**src/rtl/fetch_queue.sv**
```systemverilog
// fetch_queue
//   In-order instruction fetch queue between fetch and decode.
//   - Accepts one {PC, instruction} pair per cycle from fetch.
//   - Buffers up to DEPTH pairs in a circular buffer.
//   - Presents the oldest pair to decode under a valid/ready handshake.
//   - In_Ready doubles as the PC register advance enable.
//   - Flush drops every buffered (wrong-path) entry on a redirect.
//
// Ports
//   CLK          rising-edge clock
//   Reset        asynchronous active-low reset
//   In_Valid     fetch presents a pair this cycle
//   In_PC        PC of the fetched instruction
//   In_Instr     fetched instruction word
//   In_Ready     queue can accept (Count != DEPTH)
//   Flush        synchronous discard of all entries, overrides push/pop
//   Out_Valid    head entry valid (Count != 0)
//   Out_PC       PC of the head entry (0 when empty)
//   Out_Instr    instruction of the head entry (NOP when empty)
//   Out_PC_Plus4 Out_PC + 4, modulo 2^XLEN
//   Out_Ready    decode consumes the head this cycle
//   Count        number of occupied entries
module fetch_queue #(
  parameter int DEPTH = 4,
  parameter int XLEN  = 32
) (
  input  logic                     CLK,
  input  logic                     Reset,
  input  logic                     In_Valid,
  input  logic [XLEN-1:0]          In_PC,
  input  logic [XLEN-1:0]          In_Instr,
  output logic                     In_Ready,
  input  logic                     Flush,
  output logic                     Out_Valid,
  output logic [XLEN-1:0]          Out_PC,
  output logic [XLEN-1:0]          Out_Instr,
  output logic [XLEN-1:0]          Out_PC_Plus4,
  input  logic                     Out_Ready,
  output logic [$clog2(DEPTH):0]   Count
);

  localparam int PW = $clog2(DEPTH);
  localparam int CW = PW + 1;
  localparam logic [XLEN-1:0] NOP_INSTR = XLEN'(32'h0000_0013);

  // Entry storage carries data only; it is never reset or cleared.
  logic [XLEN-1:0] pc_mem    [DEPTH];
  logic [XLEN-1:0] instr_mem [DEPTH];

  logic [PW-1:0] rd_ptr;
  logic [PW-1:0] wr_ptr;
  logic [CW-1:0] cnt;

  logic push;
  logic pop;

  assign In_Ready  = (cnt != CW'(DEPTH));
  assign Out_Valid = (cnt != '0);

  // Flush wins over both handshakes, so neither pointer moves in a flush cycle
  // except through the flush reset itself.
  assign push = In_Valid  && In_Ready  && !Flush;
  assign pop  = Out_Valid && Out_Ready && !Flush;

  // Empty queue presents a NOP at PC 0 so decode never sees stale storage.
  always_comb begin
    Out_PC    = '0;
    Out_Instr = NOP_INSTR;
    if (Out_Valid) begin
      Out_PC    = pc_mem[rd_ptr];
      Out_Instr = instr_mem[rd_ptr];
    end
  end

  assign Out_PC_Plus4 = Out_PC + XLEN'(4);
  assign Count        = cnt;

  always_ff @(posedge CLK) begin
    if (push) begin
      pc_mem[wr_ptr]    <= In_PC;
      instr_mem[wr_ptr] <= In_Instr;
    end
  end

  // DEPTH is a power of two, so pointer increments wrap on their own.
  always_ff @(posedge CLK or negedge Reset) begin
    if (!Reset) begin
      rd_ptr <= '0;
      wr_ptr <= '0;
      cnt    <= '0;
    end else if (Flush) begin
      rd_ptr <= '0;
      wr_ptr <= '0;
      cnt    <= '0;
    end else begin
      if (push) wr_ptr <= wr_ptr + PW'(1);
      if (pop)  rd_ptr <= rd_ptr + PW'(1);
      if (push && !pop)      cnt <= cnt + CW'(1);
      else if (pop && !push) cnt <= cnt - CW'(1);
    end
  end

endmodule

```
**config.mk**
```make
export PLATFORM = sky130hd
export DESIGN_NAME = fetch_queue
export DESIGN_NICKNAME = d
export VERILOG_FILES = /design/src/rtl/fetch_queue.sv
export SDC_FILE = /design/constraint.sdc
export NUM_CORES = 1
export LEC_CHECK = 0
export ABC_AREA = 0
export CAP_MARGIN = 20
export CORE_AREA = 5 5 154 156
export CTS_CLUSTER_SIZE = 24
export DETAILED_ROUTE_END_ITERATION = 10
export DIE_AREA = 0 0 159 161
export HOLD_SLACK_MARGIN = 0.06
export MAX_ROUTING_LAYER = met4
export PLACE_DENSITY = 0.8
export SYNTH_ARGS = -nofsm -noshare
export SYNTH_HDL_FRONTEND = slang
export SYNTH_SLANG_ARGS = --single-unit
```
**constraint.sdc**
```tcl
create_clock -name CLK -period 6.55 [get_ports CLK]
set_clock_uncertainty 0.15 [all_clocks]
set_input_delay 1.31 -clock CLK [delete_from_list [all_inputs] [get_ports CLK]]
set_output_delay 1.31 -clock CLK [all_outputs]
set_load 0.01 [all_outputs]
```
==> results.json <==
{
  "fillerInstances": 1566,
  "grt_pass1_vias": 6198,
  "clk_pin_slew_ns": 0.07,
  "timing_worst_setup_path_type": "flip-flop to output pin",
  "reg2reg_to": "Count[2]$_DFFE_PN0P_",
  "yosysTopAreaCell": "edfxtp_1",
  "worst_setup_path_start_kind": "flip-flop",
  "worstHoldStart": "wr_ptr[1]$_DFFE_PN0P_",
  "first_pass_iters": 4,
  "post-route-drc-count": 0,
  "r2r_slack_ns": 3.70,
  "grt_util_all_layers_pct": 17.1,
  "swShare_pct": 28.6,
  "cts_hold_buf": 0,
  "synth_top_flop_cell": "edfxtp_1",
  "status": "finished, final reports clean",
  "clockBufferDepth": 3,
  "max_freq_ghz": 0.183,
  "intPower_uw": 3900,
  "combPwrFrac_pct": 37.2,
  "viasPerCell": 5.45,
  "routedWlPerCell_um": 20.8,
  "r2r_start": "Count[0]$_DFFE_PN0P_",
  "worstSkewPairLatency_ns": 0.50,
  "synth_top_area_share_pct": 70.6,
  "clockPowerShare_pct": 25.9,
  "rsz0062_at_grt": "no",
  "hold_viol": 0,
  "leakage_uw": 0.00446,
  "pin_count": 170,
  "ys_ff_latch": 263,
  "cts_tree": "built",
  "critPathMaxFanout": 31,
  "vias": 5661,
  "ff2ff_path_depth": 10,
  "die_y_um": 161,
  "hold_path_class": "flip-flop to flip-flop",
  "min_to": "wr_ptr[1]$_DFFE_PN0P_",
  "cts_setup_buffers": 0,
  "drt_iter0_markers": 276,
  "required_ns": 5.09,
  "critPathCaptureType": "output pin",
  "async_flop_share_pct": 2.66,
  "syn_area_per_cell_sq_um": 19.4,
  "cts_sinks": 263,
  "antenna_found_initial": 3,
  "yosys_warnings": 0,
  "ant_nets": 0,
  "critPathArrivalTime_ns": 4.02,
  "slew_headroom_pct": 32.7,
  "ys_seq_area_share_pct": 72.2,
  "port_buffers": 169,
  "fin_ws_ns": 1.07,
  "setup_tns_ns": 0,
  "grt_pass1_wl_mm": 34.2,
  "cts_root_buf": "clkbuf_16",
  "die_w_um": 159,
  "cts_resized": 0,
  "start_util_pct": 49.0,
  "numCtsBuffers": 25,
  "p_per_area_nw_per_um2": 400,
  "synth.area.top_cells": "edfxtp_1 71%, mux4_2 11%, and2_1 3.7%",
  "grt_overflow": 0,
  "fin_crit_ns": 5.48,
  "synthCells": 560,
  "holdPathStages": 2,
  "fin_crit_sh_pct": 83.6,
  "synth_nets": 635,
  "core_sq_um": 22200,
  "final_layout_size_suffix_gt1_share_pct": 15.9,
  "grt_start_max_net_pins": 66,
  "worst_ir_drop_vdd_mv": 0.266,
  "die-area_sq_um": 25600,
  "synthesis.area_sq_um": 10900,
  "finish.utilization_pct": 61.4,
  "syn2layout_area_growth_pct": 25.4,
  "htree_levels": 1,
  "setup-violations-final": 0,
  "rows": 55,
  "synth.distinct_cells": 43,
  "p_sw_uw": 1560,
  "maxSlewViolCount": 0,
  "nets": 807,
  "post-place-ws_ns": 1.59,
  "tightest_slew_ns": 1.01,
  "routabilityCongestion": 0.882,
  "routed_wl_mm": 21.6,
  "seqPwrFrac_pct": 36.9,
  "maxCapViolations": 0,
  "dp_hpwl_mm": 13.9,
  "synth_edf_count": 256
}
## routing by layer
layer / routed length (um) / up-vias / global-route usage (%)
li1: - / 2553 / -
met3: 1490 / 37 / 4.13
met4: 422 / 0 / 4.69
met1: 9070 / 2867 / 22.0
met2: 10700 / 204 / 27.8
met5: 0 / - / -
## registers in the layout, summed over array words and instances, names as in the netlist
signal / flops
Count: 3
instr_mem: 128
pc_mem: 128
rd_ptr: 2
wr_ptr: 2
## cells in the final DEF, fill, tap and decap left out, types with 4 or more instances in the layout
master | netlist | final
buf_4 | 6 | 5
and3_1 | 5 | 5
nand2_1 | 25 | 25
dfrtp_1 | 7 | 5
xor2_1 | 15 | 15
clkdlybuf4s50_1 | 0 | 169
nor2_1 | 15 | 15
xnor2_1 | 16 | 16
inv_1 | 10 | 9
mux4_1 | 11 | 11
ha_1 | 5 | 5
edfxtp_1 | 256 | 256
mux4_2 | 55 | 55
and2_4 | 0 | 4
diode_2 | 0 | 4
and2_1 | 65 | 61
clkbuf_16 | 0 | 26
nand3_1 | 12 | 12
clkbuf_1 | 13 | 5
## power groups by stage
| stage | Sequential [uW] | Clock [uW] | Combinational [uW] |
|---|---|---|---|
| 2_1_floorplan | 2020 | 0 | 1120 |
| 3_3_place_gp | 2040 | 0 | 2040 |
| 3_5_place_dp | 2050 | 0 | 2060 |
| 4_1_cts | 2020 | 1440 | 2080 |
| 5_1_grt | 2030 | 1520 | 2190 |
| 6_report | 2020 | 1410 | 2040 |
## cell usage after synthesis, drive strengths merged, types with 3 or more instances
cell type	instances
nand3	12
inv	10
or2	3
and2	66
xnor2	16
dfrtp	7
ha	5
nor2	15
nand2	26
and3	5
nand4	4
clkbuf	14
xor2	15
nor3	5
buf	15
edfxtp	256
mux4	66
## critical path, cell delays in order, from the launching register on
cell and delay [ns]:
dfrtp_4 0.67, mux4_1 0.34, and2_1 0.22, ha_1 0.29, nand2_1 0.09, o22ai_1 0.26
nand4_2 0.25, nor4_4 0.41, nor3b_2 0.26, xor2_1 0.17, clkdlybuf4s50_1 0.55
## how the worst max path moves through the flow
stage | cells past startpoint | end | startpoint
floorplan | 13 | Out_PC_Plus4[28] | Count[0]$_DFFE_PN0P_
CTS | 10 | Out_PC_Plus4[28] | rd_ptr[1]$_DFFE_PN0P_
global placement | 10 | Out_PC_Plus4[28] | rd_ptr[1]$_DFFE_PN0P_
detailed placement | 10 | Out_PC_Plus4[28] | rd_ptr[1]$_DFFE_PN0P_
global route | 10 | Out_PC_Plus4[28] | rd_ptr[1]$_DFFE_PN0P_
finish | 10 | Out_PC_Plus4[28] | rd_ptr[1]$_DFFE_PN0P_
## area by class of cell
type	instances	area, sq um	area share, %
inverter	10	37.5	0.275
timing repair buffer	174	1730	12.7
sequential	263	7870	57.6
antenna	4	10.0	0.0733
clock inverter	11	111	0.816
tap	285	357	2.61
clock buffer	34	711	5.20
multi-input combinational	258	2830	20.7
## cells by family after synthesis
family	after synthesis	share of synthesized area, %
compound gates	5	0.276
mux	69	14.3
buf+inv	39	1.98
simple gates	147	8.00
xor+xnor	31	2.49
flops	263	72.2
fa+ha+maj	6	0.758
## stage by stage
| stage | instances | hold slack [ns] | instance area, sq um | total power (uW) |
|---|---|---|---|---|
| detailed placement | 990 | 0.422 | 12800 | 4120 |
| finish | 1039 | 0.425 | 13700 | 5460 |
| CTS | 1035 | 0.431 | 13600 | 5540 |
| global route | 1038 | 0.473 | 13700 | 5740 |
| floorplan | 560 | 0.393 | 10900 | 3140 |
| global placement | 990 | 0.404 | 12800 | 4080 |
Power figures use the tool's default switching activity.
